## src/rtl/line_buf_ctrl.sv

```systemverilog
// line_buf_ctrl: sequences the read and write ports of two external fifo_ram
// line buffers. Each accepted raster pixel comes out one cycle later as a
// vertical column (y-2, y-1, y), which feeds the downstream 3x3 window stage.
// FIFO0 holds the previous row and FIFO1 holds the row before that.
//
// state    | meaning
// ---------+----------------------------------------------------------------
// S_FLUSH  | dummy reads/writes walk every FIFO pointer back to address 0
// S_IDLE   | waiting for a pixel tagged sof; untagged pixels are dropped
// S_ACTIVE | inside a frame; x_cnt/y_cnt give the position of the next pixel
module line_buf_ctrl #(
    parameter int DATA_WIDTH = 8,
    parameter int IMG_WIDTH  = 1920,
    parameter int IMG_HEIGHT = 1080,
    localparam int XW = (IMG_WIDTH  > 1) ? $clog2(IMG_WIDTH)  : 1,
    localparam int YW = (IMG_HEIGHT > 1) ? $clog2(IMG_HEIGHT) : 1
) (
    input  logic                  clk,
    input  logic                  rst,
    input  logic                  sof,
    input  logic                  pix_valid,
    input  logic [DATA_WIDTH-1:0] pix_data,
    output logic                  pix_ready,
    output logic                  f0_wr_en,
    output logic [DATA_WIDTH-1:0] f0_wr_data,
    output logic                  f0_rd_en,
    input  logic [DATA_WIDTH-1:0] f0_rd_data,
    output logic                  f1_wr_en,
    output logic [DATA_WIDTH-1:0] f1_wr_data,
    output logic                  f1_rd_en,
    input  logic [DATA_WIDTH-1:0] f1_rd_data,
    output logic                  win_valid,
    output logic [DATA_WIDTH-1:0] win_top,
    output logic [DATA_WIDTH-1:0] win_mid,
    output logic [DATA_WIDTH-1:0] win_bot,
    output logic [XW-1:0]         win_x,
    output logic [YW-1:0]         win_y,
    output logic                  frame_err
);

    typedef enum logic [1:0] {
        S_FLUSH  = 2'd0,
        S_IDLE   = 2'd1,
        S_ACTIVE = 2'd2
    } state_t;

    localparam logic [XW-1:0] X_LAST = XW'(IMG_WIDTH - 1);
    localparam logic [YW-1:0] Y_LAST = YW'(IMG_HEIGHT - 1);

    state_t state, state_nxt;

    logic [XW-1:0]         x_cnt, pix_x;
    logic [YW-1:0]         y_cnt, pix_y;
    logic                  take;
    logic                  flush;
    logic                  ptrs_home;
    logic                  col_pend;
    logic                  f1_pend;
    logic [DATA_WIDTH-1:0] mid_hold;
    logic [DATA_WIDTH-1:0] top_hold;

    // Shadow copies of the fifo_ram pointers. They only carry a power-up value:
    // the RAM pointers are not reset, so rst must not disturb the copies either.
    logic [XW-1:0] wr0_ptr = '0;
    logic [XW-1:0] rd0_ptr = '0;
    logic [XW-1:0] wr1_ptr = '0;
    logic [XW-1:0] rd1_ptr = '0;

    function automatic logic [XW-1:0] ptr_inc(input logic [XW-1:0] p);
        return (p == X_LAST) ? '0 : p + XW'(1);
    endfunction

    assign ptrs_home = (wr0_ptr == '0) && (rd0_ptr == '0) &&
                       (wr1_ptr == '0) && (rd1_ptr == '0) && !f1_pend;

    // Next-state, handshake and abort decode
    always_comb begin
        state_nxt = state;
        pix_ready = 1'b0;
        take      = 1'b0;
        frame_err = 1'b0;
        pix_x     = x_cnt;
        pix_y     = y_cnt;
        if (!rst) begin
            unique case (state)
                S_FLUSH: begin
                    if (ptrs_home) state_nxt = S_IDLE;
                end
                S_IDLE: begin
                    pix_ready = 1'b1;
                    pix_x     = '0;
                    pix_y     = '0;
                    if (pix_valid && sof) begin
                        take      = 1'b1;
                        state_nxt = S_ACTIVE;
                    end
                end
                S_ACTIVE: begin
                    pix_ready = 1'b1;
                    if (pix_valid && sof) begin
                        frame_err = 1'b1;
                        state_nxt = S_FLUSH;
                    end else if (pix_valid) begin
                        take = 1'b1;
                        if (pix_x == X_LAST && pix_y == Y_LAST) state_nxt = S_IDLE;
                    end
                end
                default: state_nxt = S_FLUSH;
            endcase
        end
    end

    // FIFO port drive: live pixel traffic, the delayed FIFO1 refill, or flush dummies
    assign flush      = (state == S_FLUSH) && !rst;
    assign f0_wr_en   = take | (flush & (wr0_ptr != '0));
    assign f0_wr_data = take ? pix_data : '0;
    assign f0_rd_en   = (take & (pix_y != '0)) | (flush & (rd0_ptr != '0));
    assign f1_rd_en   = (take & (pix_y > YW'(1))) | (flush & (rd1_ptr != '0));
    assign f1_wr_en   = (f1_pend & !rst) | (flush & (wr1_ptr != '0));
    assign f1_wr_data = f1_pend ? f0_rd_data : '0;

    // Upper rows arrive from the RAMs in the output cycle; hold them across gaps
    assign win_mid = col_pend ? f0_rd_data : mid_hold;
    assign win_top = col_pend ? f1_rd_data : top_hold;

    // State register and raster position
    always_ff @(posedge clk) begin
        if (rst) begin
            state <= S_FLUSH;
            x_cnt <= '0;
            y_cnt <= '0;
        end else begin
            state <= state_nxt;
            if (take) begin
                if (pix_x == X_LAST) begin
                    x_cnt <= '0;
                    y_cnt <= (pix_y == Y_LAST) ? '0 : pix_y + YW'(1);
                end else begin
                    x_cnt <= pix_x + XW'(1);
                    y_cnt <= pix_y;
                end
            end
        end
    end

    // One-cycle output column pipeline and the pending FIFO1 write
    always_ff @(posedge clk) begin
        if (rst) begin
            col_pend  <= 1'b0;
            f1_pend   <= 1'b0;
            win_valid <= 1'b0;
            win_bot   <= '0;
            win_x     <= '0;
            win_y     <= '0;
            mid_hold  <= '0;
            top_hold  <= '0;
        end else begin
            col_pend  <= take;
            f1_pend   <= take && (pix_y != '0);
            win_valid <= take && (pix_y > YW'(1));
            if (col_pend) begin
                mid_hold <= f0_rd_data;
                top_hold <= f1_rd_data;
            end
            if (take) begin
                win_bot <= pix_data;
                win_x   <= pix_x;
                win_y   <= pix_y;
            end
        end
    end

    // Shadow pointers follow every enable actually issued to the RAMs
    always_ff @(posedge clk) begin
        if (f0_wr_en) wr0_ptr <= ptr_inc(wr0_ptr);
        if (f0_rd_en) rd0_ptr <= ptr_inc(rd0_ptr);
        if (f1_wr_en) wr1_ptr <= ptr_inc(wr1_ptr);
        if (f1_rd_en) rd1_ptr <= ptr_inc(rd1_ptr);
    end

endmodule

```

## config.mk

```make
export PLATFORM = sky130hd
export DESIGN_NAME = line_buf_ctrl
export DESIGN_NICKNAME = d
export VERILOG_FILES = /design/src/rtl/line_buf_ctrl.sv
export SDC_FILE = /design/constraint.sdc
export NUM_CORES = 1
export LEC_CHECK = 0
export BUFFER_PORTS_ARGS = -buffer_cell sky130_fd_sc_hd__clkbuf_2
export CAP_MARGIN = 20
export CORE_MARGIN = 4
export CORE_UTILIZATION = 51
export CTS_CLUSTER_DIAMETER = 120
export DETAILED_ROUTE_END_ITERATION = 8
export GPL_TIMING_DRIVEN = 1
export PLACE_DENSITY = 0.79
export SLEW_MARGIN = 20
export SYNTH_ARGS = -nofsm -noshare
export SYNTH_HDL_FRONTEND = slang
export SYNTH_SLANG_ARGS = --single-unit
export TNS_END_PERCENT = 30
```

## constraint.sdc

```tcl
create_clock -name clk -period 2.7 [get_ports clk]
set_input_delay 0.135 -clock clk [delete_from_list [all_inputs] [get_ports clk]]
set_output_delay 0.135 -clock clk [all_outputs]
set_load 0.01 [all_outputs]
```

==> impl_results.html, run 1 <==
<table>
<tr><th>Metric</th><th>Value</th></tr>
<tr><th colspan="2">Status</th></tr>
<tr><td>Run status</td><td>completed</td></tr>
<tr><th colspan="2">Synthesis</th></tr>
<tr><td>Seq cells post-synth</td><td>117</td></tr>
<tr><td>Portion of netlist area occupied by mux cells</td><td>0.03442</td></tr>
<tr><td>Yosys warning total</td><td>0</td></tr>
<tr><td>Number of library cell types mapped by synthesis</td><td>57</td></tr>
<tr><td>Net count of the mapped netlist</td><td>673</td></tr>
<tr><td>Synth top area cells</td><td>dfxtp_1, edfxtp_1, nand2_1</td></tr>
<tr><td>EDFF count, synth</td><td>44</td></tr>
<tr><td>Async SR Flop Fraction</td><td>0</td></tr>
<tr><td>Combinational family with the most area after synthesis</td><td>simple AND/OR/NAND/NOR gates</td></tr>
<tr><td>Post-synthesis instance area</td><td>0.005817 mm2</td></tr>
<tr><td>Seq/Total Area, Yosys</td><td>0.4784</td></tr>
<tr><td>Post-Synthesis Mean Instance Area</td><td>9.248 um2</td></tr>
<tr><td>Most instantiated flip-flop cell in the synthesis netlist</td><td>dfxtp_1</td></tr>
<tr><td>Basic-gate share of the synthesized area counting and, or, nand and nor cells</td><td>0.2570</td></tr>
<tr><td>Compound-Gate Fraction of Synth Area</td><td>0.1095</td></tr>
<tr><td>Top-area cell type share of the netlist area</td><td>0.2512</td></tr>
<tr><td>Adder-cell share of the synthesized area</td><td>0.03442</td></tr>
<tr><td>Instance count of the mapped netlist</td><td>629</td></tr>
<tr><td>Library cell occupying the most area in the post-synthesis netlist</td><td>dfxtp_1</td></tr>
<tr><td>Synthesized-area fraction occupied by xor and xnor cells</td><td>0.04517</td></tr>
<tr><th colspan="2">Power</th></tr>
<tr><td>Pwr per Cell Area</td><td>758.0 mW/mm2</td></tr>
<tr><td>VDD IR-drop max</td><td>0.5009 mV</td></tr>
<tr><td>LEAKAGE</td><td>2.948 nW</td></tr>
<tr><th colspan="2">Worst setup path</th></tr>
<tr><td>Critical path class</td><td>flop to output pin</td></tr>
<tr><td>Endpoint required time on the critical path</td><td>2.57 ns</td></tr>
<tr><td>Setup slack of the most critical reg-to-reg path</td><td>0.19 ns</td></tr>
<tr><td>Worst reg2reg path startpoint</td><td>state[1]</td></tr>
<tr><td>Worst setup EP type</td><td>output pin</td></tr>
<tr><td>Worst r2r path cells</td><td>9</td></tr>
<tr><td>Highest net fanout along the worst path</td><td>8</td></tr>
<tr><td>Launching element type of the critical path</td><td>flop</td></tr>
<tr><td>Worst Path Arrival</td><td>2.44 ns</td></tr>
<tr><td>Worst R2R End</td><td>y_cnt[5]</td></tr>
<tr><th colspan="2">GRT</th></tr>
<tr><td>GR Util All Layers</td><td>0.2149</td></tr>
<tr><td>Number of antenna violations at the first check in global routing</td><td>0</td></tr>
<tr><td>Aggregate global routing overflow</td><td>0</td></tr>
<tr><td>Pin count of the biggest net entering global routing</td><td>45</td></tr>
<tr><td>Via count of the first global-routing pass</td><td>4746</td></tr>
<tr><td>First-pass GRT wire length</td><td>22670 um</td></tr>
<tr><th colspan="2">Clocking</th></tr>
<tr><td>Latest clock arrival within the worst-skew pair</td><td>0.42 ns</td></tr>
<tr><td>Clock tree from TritonCTS</td><td>built</td></tr>
<tr><td>CTS sink count</td><td>117</td></tr>
<tr><td>Number of buffers inserted during clock tree synthesis</td><td>17</td></tr>
<tr><td>Clock tree root buffer cell</td><td>clkbuf_16</td></tr>
<tr><td>CTS clock-pin slew for the worst setup and hold paths</td><td>0.05 ns</td></tr>
<tr><td>Maximum level of the CTS H-tree</td><td>4</td></tr>
<tr><td>Clock buffer depth</td><td>2</td></tr>
<tr><th colspan="2">Detailed routing</th></tr>
<tr><td>Total via count in the routed design</td><td>4995</td></tr>
<tr><td>Avg WL per Cell</td><td>15.48 um</td></tr>
<tr><td>First-iteration detailed-routing DRC count</td><td>526</td></tr>
<tr><td>Final ANT Viol Nets</td><td>0</td></tr>
<tr><td>Met3 wirelength from detailed routing</td><td>834 um</td></tr>
<tr><td>DR pass1 iterations</td><td>5</td></tr>
<tr><td>Via count normalized by instance count</td><td>5.587</td></tr>
<tr><td>Number of remaining DRC errors</td><td>0</td></tr>
<tr><td>Sum of met2 wire segment lengths after detailed routing</td><td>6765 um</td></tr>
<tr><td>Highest metal used</td><td>met4</td></tr>
<tr><td>Final wirelength</td><td>13840 um</td></tr>
<tr><td>Met1 layer wirelength in the final routing</td><td>6109 um</td></tr>
<tr><th colspan="2">Job</th></tr>
<tr><td>Reported max-cap violation count</td><td>0</td></tr>
<tr><th colspan="2">Timing</th></tr>
<tr><td>Shortest clock period the worst path allows after layout</td><td>2.575 ns</td></tr>
<tr><td>Period utilisation layout</td><td>0.9538</td></tr>
<tr><td>Total count of hold-check failures in the final report</td><td>0</td></tr>
<tr><td>Max transition margin</td><td>0.3902</td></tr>
<tr><td># setup viols final</td><td>0</td></tr>
<tr><td>Largest clock skew in the final design</td><td>0.008271 ns</td></tr>
<tr><td>Final hold slack</td><td>0.01953 ns</td></tr>
<tr><td>Maximum clock frequency</td><td>388.3 MHz</td></tr>
<tr><td>Number of slew-limit violations in the final report</td><td>0</td></tr>
<tr><td>Least-Margin Pin Slew</td><td>0.9137 ns</td></tr>
<tr><td>Setup repair after global routing missed its margin</td><td>yes</td></tr>
<tr><th colspan="2">Min path</th></tr>
<tr><td>Start point of the worst min-delay path</td><td>sof</td></tr>
<tr><td>Depth of the worst hold-timing path</td><td>3</td></tr>
<tr><td>Hold crit path type</td><td>primary input to flop</td></tr>
<tr><td>Hold Path Sink</td><td>state[1]</td></tr>
<tr><th colspan="2">Placed design</th></tr>
<tr><td>DP Wirelength</td><td>9570 um</td></tr>
<tr><td>Cell Area, Placed</td><td>0.006472 mm2</td></tr>
<tr><td>Number of input and output port buffers inserted</td><td>96</td></tr>
<tr><td>Routability-driven placement congestion ratio</td><td>0.8841</td></tr>
<tr><th colspan="2">Die</th></tr>
<tr><td>Number of ports placed on the die boundary</td><td>97</td></tr>
<tr><td>CORE AREA</td><td>0.01098 mm2</td></tr>
<tr><td>Vertical die dimension</td><td>114.8 um</td></tr>
<tr><td>Die width</td><td>114.8 um</td></tr>
<tr><td>Initial Utilization</td><td>0.5296</td></tr>
<tr><td>Placement row count</td><td>38</td></tr>
<tr><td>Die footprint</td><td>0.01318 mm2</td></tr>
<tr><th colspan="2">Final layout</th></tr>
<tr><td>Syn-to-layout area delta</td><td>23.92%</td></tr>
<tr><td>Antenna diode instance count</td><td>0</td></tr>
<tr><td>Final design instance area without fill</td><td>0.007208 mm2</td></tr>
<tr><td>Layout cell share with drive strength beyond 1</td><td>0.2334</td></tr>
<tr><td>Final standard cell utilization of the core</td><td>0.6563</td></tr>
<tr><td>Nets@finish</td><td>785</td></tr>
</table>
==> report_power, final <==
group	internal (W)	leakage, nW	switching (W)
Clock	0.00142	0.284	0.000773
Combinational	0.000376	1.65	0.000460
Sequential	0.00218	1.02	0.000261
Total	0.00397	2.95	0.00149
==> how the worst max path moves through the flow <==
| stage | depth (start not counted) | endpoint | from | slack (ns) |
|---|---|---|---|---|
| 6_report | 11 | f1_rd_en | state[1] | 0.12 |
| 5_1_grt | 11 | f1_rd_en | state[1] | -0.04 |
| 4_1_cts | 11 | f1_rd_en | state[1] | 0.04 |
| 3_5_place_dp | 9 | y_cnt[5] | state[1] | 0.25 |
| 3_3_place_gp | 9 | y_cnt[5] | state[1] | 0.36 |
| 2_1_floorplan | 12 | x_cnt[10] | state[1] | 0.04 |
==> cell type report <==
type,instances,area (um2)
fill,880,3775
clock inverter,7,66.31
clock buffer,25,518.0
sequential,117,2783
tap,140,175.2
timing repair buffer,123,728.2
multi-input combinational,451,2818
inverter,31,120.1
==> sequential cells by signal, indices dropped and copies added (netlist names) <==
name / count
rd1_ptr: 11
top_hold: 8
f1_pend: 1
state: 2
x_cnt: 11
win_bot: 8
col_pend: 1
mid_hold: 8
win_y: 11
win_valid: 1
rd0_ptr: 11
y_cnt: 11
win_x: 11
wr0_ptr: 11
wr1_ptr: 11
==> layout by cell type (no fill, tap or decap), types with 13 or more instances in the layout <==
| master | synthesis | final |
|---|---|---|
| a21oi_1 | 40 | 40 |
| and2_1 | 27 | 27 |
| buf_4 | 0 | 17 |
| clkbuf_16 | 0 | 19 |
| clkbuf_2 | 0 | 96 |
| dfxtp_1 | 73 | 73 |
| edfxtp_1 | 44 | 44 |
| ha_1 | 16 | 16 |
| inv_1 | 31 | 30 |
| mux2_2 | 16 | 16 |
| nand2_1 | 72 | 71 |
| nand3_1 | 39 | 39 |
| nor2_1 | 53 | 52 |
| o21ai_0 | 26 | 26 |
| xnor2_1 | 13 | 13 |
| xor2_1 | 17 | 17 |
==> synthesized netlist by cell type, drive strengths merged (16+ instances only) <==
library cell and number:
ha 16, inv 31, nand2 73, and2 27, mux2 16, nor2 53, edfxtp 44, clkbuf 20
nand3 40, a21oi 40, dfxtp 73, o21ai 26, xor2 17
==> worst max-delay path, cell delays in order, from the launching register on <==
cell      delay, ns
dfxtp_1        0.33
inv_1          0.10
ha_1           0.21
nand2b_1       0.12
buf_4          0.18
nand2_1        0.13
inv_1          0.08
ha_1           0.20
a21o_1         0.15
a21oi_1        0.23
a21o_4         0.17
clkbuf_2       0.14
==> routing by layer <==
layer / up-vias / track usage
met4: 0 / 0.07199
li1: 2455 / -
met3: 15 / 0.06105
met1: 2367 / 0.2815
met5: - / 0
met2: 158 / 0.3446
==> per-stage QoR <==
step | std cells | total power (W) | setup slack, ns | TNS (ns)
after global placement | 848 | 0.003176 | 0.3602 | 0
final | 894 | 0.005464 | 0.1249 | 0
after floorplan | 629 | 0.002977 | 0.03583 | 0
after global routing | 894 | 0.005725 | -0.04496 | -0.04496
after detailed placement | 848 | 0.003244 | 0.2484 | 0
after CTS | 888 | 0.005460 | 0.04341 | 0
==> timing repair <==
action,4_1_cts,5_1_grt
hold buffers,8,0
hold endpoints to repair,8,0
resized for setup,4,4
endpoints found under the setup margin,3,5
setup buffers,0,6
==> kinds of logic after synthesis <==
group           Yosys count
compound gates          104
xor+xnor                 30
fa+ha+maj                16
buf+inv                  61
flops                   117
mux                      18
simple gates            283
(Power assumes the default switching activity.)
==> inputs of run 2 (changes only) <==
--- a/config.mk
+++ b/config.mk
@@ -5,15 +5,15 @@
 export SDC_FILE = /design/constraint.sdc
 export NUM_CORES = 1
 export LEC_CHECK = 0
+export ABC_AREA = 0
 export BUFFER_PORTS_ARGS = -buffer_cell sky130_fd_sc_hd__clkbuf_2
 export CAP_MARGIN = 20
 export CORE_MARGIN = 4
-export CORE_UTILIZATION = 51
+export CORE_UTILIZATION = 53
 export CTS_CLUSTER_DIAMETER = 120
 export DETAILED_ROUTE_END_ITERATION = 8
 export GPL_TIMING_DRIVEN = 1
 export PLACE_DENSITY = 0.79
-export SLEW_MARGIN = 20
 export SYNTH_ARGS = -nofsm -noshare
 export SYNTH_HDL_FRONTEND = slang
 export SYNTH_SLANG_ARGS = --single-unit
==> constraint.sdc (replaced) <==
create_clock -name clk -period 2.6 [get_ports clk]
set_input_delay 0.13 -clock clk [delete_from_list [all_inputs] [get_ports clk]]
set_output_delay 0.13 -clock clk [all_outputs]
set_load 0.01 [all_outputs]
==> impl_results.html, run 2 (same netlist as run 1, synthesis figures left out) <==
<table>
<tr><th>Metric</th><th>Value</th></tr>
<tr><th colspan="2">Job</th></tr>
<tr><td>Reported max-cap violation count</td><td>0 (unchanged)</td></tr>
<tr><th colspan="2">Final layout</th></tr>
<tr><td>Final design instance area without fill</td><td>0.007605 mm2 (+5.5%)</td></tr>
<tr><td>Syn-to-layout area delta</td><td>30.74%</td></tr>
<tr><td>Leading cell type in the layout, fill and taps excluded</td><td>clkbuf_2</td></tr>
<tr><td>Nets@finish</td><td>823 (+4.8%)</td></tr>
<tr><td>Antenna diode instance count</td><td>0 (unchanged)</td></tr>
<tr><td>Commonest cells after routing, fill and taps aside</td><td>clkbuf_2, dfxtp_1, nand2_1</td></tr>
<tr><td>Layout cell share with drive strength beyond 1</td><td>0.2614 (+0.02794)</td></tr>
<tr><td>Final cell count without fillers</td><td>928 (+3.8%)</td></tr>
<tr><td>Final standard cell utilization of the core</td><td>0.7237 (+0.06736)</td></tr>
<tr><td>Fill cells</td><td>757 (-14%)</td></tr>
<tr><th colspan="2">Clocking</th></tr>
<tr><td>Clock buffer depth</td><td>2 (unchanged)</td></tr>
<tr><td>Clock tree root buffer cell</td><td>clkbuf_8</td></tr>
<tr><td>Maximum level of the CTS H-tree</td><td>4 (unchanged)</td></tr>
<tr><td>Number of buffers inserted during clock tree synthesis</td><td>17 (unchanged)</td></tr>
<tr><td>CTS clock-pin slew for the worst setup and hold paths</td><td>0.06 ns (about the same)</td></tr>
<tr><td>Clock tree from TritonCTS</td><td>built</td></tr>
<tr><td>Latest clock arrival within the worst-skew pair</td><td>0.54 ns (+0.12 ns)</td></tr>
<tr><td>CTS sink count</td><td>117 (unchanged)</td></tr>
<tr><th colspan="2">Worst setup path</th></tr>
<tr><td>Critical path class</td><td>flop to output pin</td></tr>
<tr><td>CP max-delay cell</td><td>dfxtp_1</td></tr>
<tr><td>Crit-path most repeated cell</td><td>ha_1</td></tr>
<tr><td>Worst Path Arrival</td><td>2.38 ns (-0.06 ns)</td></tr>
<tr><td>Setup slack of the most critical reg-to-reg path</td><td>0.18 ns (about the same)</td></tr>
<tr><td>CP cell instances</td><td>inv_2, ha_1, nand2b_1, buf_6, nand2_2, ha_1, a21o_1, a21oi_2, a21o_4, clkbuf_2</td></tr>
<tr><td>Endpoint required time on the critical path</td><td>2.47 ns (-0.10 ns)</td></tr>
<tr><td>Launching element type of the critical path</td><td>flop</td></tr>
<tr><td>Highest net fanout along the worst path</td><td>9 (+1)</td></tr>
<tr><td>Peak per-stage delay on the critical path</td><td>0.37 ns (+0.04 ns)</td></tr>
<tr><td>Worst setup EP type</td><td>output pin</td></tr>
<tr><th colspan="2">GRT</th></tr>
<tr><td>Number of antenna violations at the first check in global routing</td><td>0 (unchanged)</td></tr>
<tr><td>Aggregate global routing overflow</td><td>0 (unchanged)</td></tr>
<tr><td>Via count of the first global-routing pass</td><td>5179 (+9.1%)</td></tr>
<tr><td>Pin count of the biggest net entering global routing</td><td>48 (+6.7%)</td></tr>
<tr><td>GR Util All Layers</td><td>0.2366 (+0.02172)</td></tr>
<tr><td>First-pass GRT wire length</td><td>24160 um (+6.6%)</td></tr>
<tr><th colspan="2">Timing</th></tr>
<tr><td>Max transition margin</td><td>0.4566 (+0.06642)</td></tr>
<tr><td>Number of slew-limit violations in the final report</td><td>0 (unchanged)</td></tr>
<tr><td>Final worst slack</td><td>0.08758 ns (-0.03729 ns)</td></tr>
<tr><td># setup viols final</td><td>0 (unchanged)</td></tr>
<tr><td>Period utilisation layout</td><td>0.9663</td></tr>
<tr><td>Largest clock skew in the final design</td><td>0.008485 ns (+0.0002137 ns)</td></tr>
<tr><td>Shortest clock period the worst path allows after layout</td><td>2.512 ns</td></tr>
<tr><td>Final hold slack</td><td>0.1888 ns (+0.1693 ns)</td></tr>
<tr><td>Least-Margin Pin Slew</td><td>0.8142 ns (-0.09952 ns)</td></tr>
<tr><td>Setup repair after global routing missed its margin</td><td>yes</td></tr>
<tr><td>Total count of hold-check failures in the final report</td><td>0 (unchanged)</td></tr>
<tr><td>Maximum clock frequency</td><td>398.0 MHz</td></tr>
<tr><th colspan="2">Placed design</th></tr>
<tr><td>DP Wirelength</td><td>9759 um (+2.0%)</td></tr>
<tr><td>Placed cell count</td><td>846 (-0.24%)</td></tr>
<tr><td>Pre-CTS setup slack</td><td>0.1874 ns (-0.06098 ns)</td></tr>
<tr><td>Cell Area, Placed</td><td>0.006482 mm2 (+0.15%)</td></tr>
<tr><td>Number of input and output port buffers inserted</td><td>96 (unchanged)</td></tr>
<tr><td>Routability-driven placement congestion ratio</td><td>0.8851 (+0.11%)</td></tr>
<tr><th colspan="2">Detailed routing</th></tr>
<tr><td>Number of remaining DRC errors</td><td>0 (unchanged)</td></tr>
<tr><td>Sum of met2 wire segment lengths after detailed routing</td><td>7803 um (+15%)</td></tr>
<tr><td>Via count normalized by instance count</td><td>5.663 (+1.4%)</td></tr>
<tr><td>Final wirelength</td><td>15060 um (+8.8%)</td></tr>
<tr><td>Final ANT Viol Nets</td><td>0 (unchanged)</td></tr>
<tr><td>Met3 wirelength from detailed routing</td><td>831 um (-0.36%)</td></tr>
<tr><td>Met1 layer wirelength in the final routing</td><td>6120 um (+0.18%)</td></tr>
<tr><td>Avg WL per Cell</td><td>16.23 um (+4.8%)</td></tr>
<tr><td>Total via count in the routed design</td><td>5255 (+5.2%)</td></tr>
<tr><td>DR pass1 iterations</td><td>5 (unchanged)</td></tr>
<tr><td>First-iteration detailed-routing DRC count</td><td>467 (-11%)</td></tr>
<tr><td>Highest metal used</td><td>met4</td></tr>
<tr><th colspan="2">Power</th></tr>
<tr><td>Pwr per Cell Area</td><td>766.6 mW/mm2 (+1.1%)</td></tr>
<tr><td>LEAKAGE</td><td>3.138 nW (+6.5%)</td></tr>
<tr><td>VDD IR-drop max</td><td>0.6425 mV (+28%)</td></tr>
<tr><th colspan="2">Die</th></tr>
<tr><td>Initial Utilization</td><td>0.5535 (+0.02390)</td></tr>
<tr><td>Placement row count</td><td>37 (-2.6%)</td></tr>
<tr><td>Die width</td><td>112.8 um (-1.8%)</td></tr>
<tr><td>Die footprint</td><td>0.01271 mm2 (-3.5%)</td></tr>
<tr><td>Vertical die dimension</td><td>112.8 um (-1.8%)</td></tr>
<tr><td>Number of ports placed on the die boundary</td><td>97 (unchanged)</td></tr>
<tr><td>CORE AREA</td><td>0.01051 mm2 (-4.3%)</td></tr>
<tr><th colspan="2">Min path</th></tr>
<tr><td>Hold crit path type</td><td>primary input to flop</td></tr>
<tr><th colspan="2">Status</th></tr>
<tr><td>Run status</td><td>completed</td></tr>
</table>
run 2: changes by cell type in the layout (fill, tap and decap cells not counted), sizes merged:
| cell | change |
|---|---|
| buf | +19 |
| dlygate4sd3 | +18 |
| clkinvlp | -2 |
| clkbuf | +1 |
| inv | +1 |
| or2 | +1 |
run 2: metrics by stage:
step | TNS [ns] | total power (W)
6_report | 0 | 0.005830
5_1_grt | -0.08769 | 0.006104
4_1_cts | -0.2262 | 0.005722
3_5_place_dp | 0 | 0.003371
3_3_place_gp | 0 | 0.003305
2_1_floorplan | 0 | 0.003093
run 2: critical path, delay by kind of cell (launching register included):
family                     cells  cell delay [ns]
buffers and inverters          3             0.35
and+or+nand+nor                2             0.25
DFF                            1             0.37
AOI/OAI and AO/OA              3             0.48
adders and majority gates      2             0.39
run 2: final timing paths:
kind / startpoint / end / depth (start not counted)
max: state[1] / f1_rd_en / 10
min: rst / f1_pend / 4
max reg2reg: state[1] / y_cnt[1] / 9
min reg2reg: win_x[6] / win_x[6] / 2
run 2: power by group:
part | total (W) | leakage, nW | switching, W | internal (W)
clock network | 0.00230 | 0.296 | 0.000818 | 0.00148
registers | 0.00254 | 1.02 | 0.000278 | 0.00226
logic | 0.000992 | 1.83 | 0.000512 | 0.000480
run 2: cell type report:
type,instances,area [um2],share of cell area
inverter,31,120.1,0.01579
multi-input combinational,452,2885,0.3794
clock buffer,26,530.5,0.06976
sequential,117,2783,0.3659
clock inverter,6,61.31,0.008062
tap,136,170.2,0.02238
timing repair buffer,160,1055,0.1387
run 2: repair_timing:
| action | 4_1_cts | 5_1_grt |
|---|---|---|
| pin swaps | 0 | 2 |
| endpoints found under the hold margin | 25 | 0 |
| resized for setup | 7 | 15 |
| buffers inserted | 1 | 22 |
| hold buffers | 26 | 0 |
| setup endpoints to repair | 12 | 15 |
| gates cloned | 0 | 1 |
run 2: routing by layer:
metal | global-route usage | up-vias
li1 | - | 2539
met1 | 0.2718 | 2525
met2 | 0.4151 | 162
met3 | 0.06738 | 29
met4 | 0.09375 | 0
met5 | 0 | -
==> inputs of run 3 (changes only) <==
--- a/config.mk
+++ b/config.mk
@@ -7,13 +7,15 @@
 export LEC_CHECK = 0
 export ABC_AREA = 0
 export BUFFER_PORTS_ARGS = -buffer_cell sky130_fd_sc_hd__clkbuf_2
-export CAP_MARGIN = 20
+export CAP_MARGIN = 10
 export CORE_MARGIN = 4
 export CORE_UTILIZATION = 53
 export CTS_CLUSTER_DIAMETER = 120
 export DETAILED_ROUTE_END_ITERATION = 8
 export GPL_TIMING_DRIVEN = 1
+export MAX_ROUTING_LAYER = met4
 export PLACE_DENSITY = 0.79
+export SLEW_MARGIN = 20
 export SYNTH_ARGS = -nofsm -noshare
 export SYNTH_HDL_FRONTEND = slang
 export SYNTH_SLANG_ARGS = --single-unit
==> impl_results.html, run 3 (same netlist as run 1, synthesis figures left out) <==
<table>
<tr><th>Metric</th><th>Value</th></tr>
<tr><th colspan="2">Status</th></tr>
<tr><td>Run status</td><td>completed</td></tr>
<tr><th colspan="2">Worst setup path</th></tr>
<tr><td>Endpoint required time on the critical path</td><td>2.47 ns (about the same)</td></tr>
<tr><td>Worst R2R End</td><td>y_cnt[1]</td></tr>
<tr><td>Peak per-stage delay on the critical path</td><td>0.38 ns (about the same)</td></tr>
<tr><td>Crit path max-delay family</td><td>buffers and inverters</td></tr>
<tr><td>Number of buffer and inverter stages on the critical path</td><td>6 (+3)</td></tr>
<tr><td>Crit-path most repeated cell</td><td>inv_1</td></tr>
<tr><td>Setup slack of the most critical reg-to-reg path</td><td>0.16 ns (-0.02 ns)</td></tr>
<tr><td>Worst setup EP type</td><td>output pin</td></tr>
<tr><td>Highest net fanout along the worst path</td><td>20 (+11)</td></tr>
<tr><td>Worst reg2reg path startpoint</td><td>state[1]</td></tr>
<tr><td>Start point of the critical path</td><td>state[0]</td></tr>
<tr><td>Launching element type of the critical path</td><td>flop</td></tr>
<tr><td>Critical path class</td><td>flop to output pin</td></tr>
<tr><td>Critical path destination</td><td>f0_wr_data[0]</td></tr>
<tr><td>CP cell instances</td><td>inv_1, ha_1, nand3b_1, or2_4, buf_12, inv_2, buf_6, nand2_1, inv_1, clkbuf_2</td></tr>
<tr><td>Logic depth of the worst path, buffers included</td><td>10 (unchanged)</td></tr>
<tr><td>Worst r2r path cells</td><td>9 (unchanged)</td></tr>
<tr><td>Worst Path Arrival</td><td>2.36 ns (-0.02 ns)</td></tr>
<tr><td>CP max-delay cell</td><td>dfxtp_2</td></tr>
<tr><th colspan="2">Min path</th></tr>
<tr><td>Hold crit path type</td><td>primary input to flop</td></tr>
<tr><td>Start point of the worst min-delay path</td><td>rst</td></tr>
<tr><th colspan="2">Die</th></tr>
<tr><td>CORE AREA</td><td>0.01051 mm2 (unchanged)</td></tr>
<tr><td>Vertical die dimension</td><td>112.8 um (unchanged)</td></tr>
<tr><td>Number of ports placed on the die boundary</td><td>97 (unchanged)</td></tr>
<tr><td>Placement row count</td><td>37 (unchanged)</td></tr>
<tr><td>Die width</td><td>112.8 um (unchanged)</td></tr>
<tr><td>Die footprint</td><td>0.01271 mm2 (unchanged)</td></tr>
<tr><td>Initial Utilization</td><td>0.5535 (unchanged)</td></tr>
<tr><th colspan="2">GRT</th></tr>
<tr><td>Aggregate global routing overflow</td><td>0 (unchanged)</td></tr>
<tr><td>Via count of the first global-routing pass</td><td>5146 (-0.64%)</td></tr>
<tr><td>GR Util All Layers</td><td>0.2460 (+0.009365)</td></tr>
<tr><td>Number of antenna violations at the first check in global routing</td><td>0 (unchanged)</td></tr>
<tr><td>Pin count of the biggest net entering global routing</td><td>48 (unchanged)</td></tr>
<tr><td>First-pass GRT wire length</td><td>24830 um (+2.7%)</td></tr>
<tr><th colspan="2">Final layout</th></tr>
<tr><td>Nets@finish</td><td>808 (-1.8%)</td></tr>
<tr><td>Final cell count without fillers</td><td>913 (-1.6%)</td></tr>
<tr><td>Syn-to-layout area delta</td><td>28.39%</td></tr>
<tr><td>Antenna diode instance count</td><td>0 (unchanged)</td></tr>
<tr><td>Commonest cells after routing, fill and taps aside</td><td>clkbuf_2, dfxtp_1, nand2_1</td></tr>
<tr><td>Fill cells</td><td>771 (+1.8%)</td></tr>
<tr><td>Final design instance area without fill</td><td>0.007468 mm2 (-1.8%)</td></tr>
<tr><td>Layout cell share with drive strength beyond 1</td><td>0.2432 (-0.01812)</td></tr>
<tr><td>Leading cell type in the layout, fill and taps excluded</td><td>clkbuf_2</td></tr>
<tr><th colspan="2">Clocking</th></tr>
<tr><td>CTS sink count</td><td>117 (unchanged)</td></tr>
<tr><td>CTS clock-pin slew for the worst setup and hold paths</td><td>0.06 ns (about the same)</td></tr>
<tr><td>Maximum level of the CTS H-tree</td><td>4 (unchanged)</td></tr>
<tr><td>Clock buffer depth</td><td>2 (unchanged)</td></tr>
<tr><td>Number of buffers inserted during clock tree synthesis</td><td>17 (unchanged)</td></tr>
<tr><td>Clock tree root buffer cell</td><td>clkbuf_8</td></tr>
<tr><td>Clock tree from TritonCTS</td><td>built</td></tr>
<tr><td>Latest clock arrival within the worst-skew pair</td><td>0.52 ns (-0.02 ns)</td></tr>
<tr><th colspan="2">Power</th></tr>
<tr><td>VDD IR-drop max</td><td>0.5177 mV (-19%)</td></tr>
<tr><td>LEAKAGE</td><td>3.084 nW (-1.7%)</td></tr>
<tr><td>Pwr per Cell Area</td><td>757.1 mW/mm2 (-1.2%)</td></tr>
<tr><th colspan="2">Placed design</th></tr>
<tr><td>Routability-driven placement congestion ratio</td><td>0.9304 (+5.1%)</td></tr>
<tr><td>Cell Area, Placed</td><td>0.006477 mm2 (about the same)</td></tr>
<tr><td>Placed cell count</td><td>847 (+0.12%)</td></tr>
<tr><td>Number of input and output port buffers inserted</td><td>96 (unchanged)</td></tr>
<tr><td>DP Wirelength</td><td>9864 um (+1.1%)</td></tr>
<tr><td>Pre-CTS setup slack</td><td>0.1786 ns (-0.008846 ns)</td></tr>
<tr><th colspan="2">Timing</th></tr>
<tr><td>Total count of hold-check failures in the final report</td><td>0 (unchanged)</td></tr>
<tr><td>Period utilisation layout</td><td>0.9577 (-0.008567)</td></tr>
<tr><td>Least-Margin Pin Slew</td><td>0.8279 ns (+0.01364 ns)</td></tr>
<tr><td>Maximum clock frequency</td><td>401.6 MHz (+0.89%)</td></tr>
<tr><td>Final worst slack</td><td>0.1099 ns (+0.02227 ns)</td></tr>
<tr><td>Max transition margin</td><td>0.4475 (-0.009107)</td></tr>
<tr><td>Largest clock skew in the final design</td><td>0.01104 ns (+0.002556 ns)</td></tr>
<tr><td>Number of slew-limit violations in the final report</td><td>0 (unchanged)</td></tr>
<tr><td>Shortest clock period the worst path allows after layout</td><td>2.490 ns (-0.02227 ns)</td></tr>
<tr><td># setup viols final</td><td>0 (unchanged)</td></tr>
<tr><th colspan="2">Detailed routing</th></tr>
<tr><td>Via count normalized by instance count</td><td>5.668 (about the same)</td></tr>
<tr><td>Total via count in the routed design</td><td>5175 (-1.5%)</td></tr>
<tr><td>Avg WL per Cell</td><td>16.33 um (+0.60%)</td></tr>
<tr><td>Final ANT Viol Nets</td><td>0 (unchanged)</td></tr>
<tr><td>Final wirelength</td><td>14910 um (-1.0%)</td></tr>
<tr><td>DR pass1 iterations</td><td>5 (unchanged)</td></tr>
<tr><td>Number of remaining DRC errors</td><td>0 (unchanged)</td></tr>
<tr><td>First-iteration detailed-routing DRC count</td><td>483 (+3.4%)</td></tr>
<tr><th colspan="2">Job</th></tr>
<tr><td>Reported max-cap violation count</td><td>0 (unchanged)</td></tr>
</table>
## run 3: cell count changes in the layout (fill, tap and decap cells not counted), sizes merged
cell | before | now
or2 | 2 | 1
bufbuf | 0 | 1
inv | 32 | 33
clkbuf | 122 | 121
buf | 38 | 23
## run 3: worst min-delay path, stage by stage
cell and delay (ns):
clkbuf_2 0.12, nand3b_1 0.13, or2_4 0.16, a21oi_1 0.07
## run 3: how the worst min path moves through the flow
stage                     cells after the start    endpoint  slack, ns
after floorplan                               2  win_bot[0]       0.29
after global placement                        3  win_bot[2]       0.38
after detailed placement                      3  win_bot[4]       0.39
after CTS                                     5    win_y[8]       0.14
after global routing                          4     f1_pend       0.15
final                                         4     f1_pend       0.15
## run 3: cell type report
cell class	instances	area [um2]	area share
flip-flops and latches	117	2785	0.3729
clock buffers	25	506.7	0.06785
multi-input cells	451	2844	0.3808
clock inverters	7	65.06	0.008712
well taps	136	170.2	0.02278
inverters	31	116.4	0.01558
repair buffers	146	980.9	0.1313
## run 3: metal layers
metal | up-vias | global-route usage | part of all wire
met2 | 170 | 0.4119 | 0.52
met1 | 2476 | 0.2956 | 0.42
met5 | - | - | 0
met4 | 0 | 0.07532 | 0.018
met3 | 31 | 0.05722 | 0.046
li1 | 2498 | - | -
## run 3: power breakdown
part	switching, W	internal [W]	leakage (nW)	total, W
Combinational	0.000486	0.000406	1.78	0.000892
Sequential	0.000275	0.00226	1.02	0.00254
Clock	0.000799	0.00143	0.283	0.00223
Total	0.00156	0.00409	3.08	0.00565
## run 3: repair_timing
item,in CTS,in global routing
gates resized for setup,11,12
hold buffers,26,0
setup endpoints to repair,12,19
hold endpoints to repair,25,0
pin swaps,0,1
buffers inserted,2,5
cloned,1,0
## run 3: metrics by stage
step	hold WS, ns	setup TNS [ns]	power, W	util
after floorplan	0.2883	0	0.003093	-
after global placement	0.3763	0	0.003291	0.6164
after detailed placement	0.3865	0	0.003357	0.6164
after CTS	0.1421	-0.003576	0.005653	0.7039
after global routing	0.1458	-0.01640	0.005939	0.7107
final	0.1485	0	0.005654	0.7107
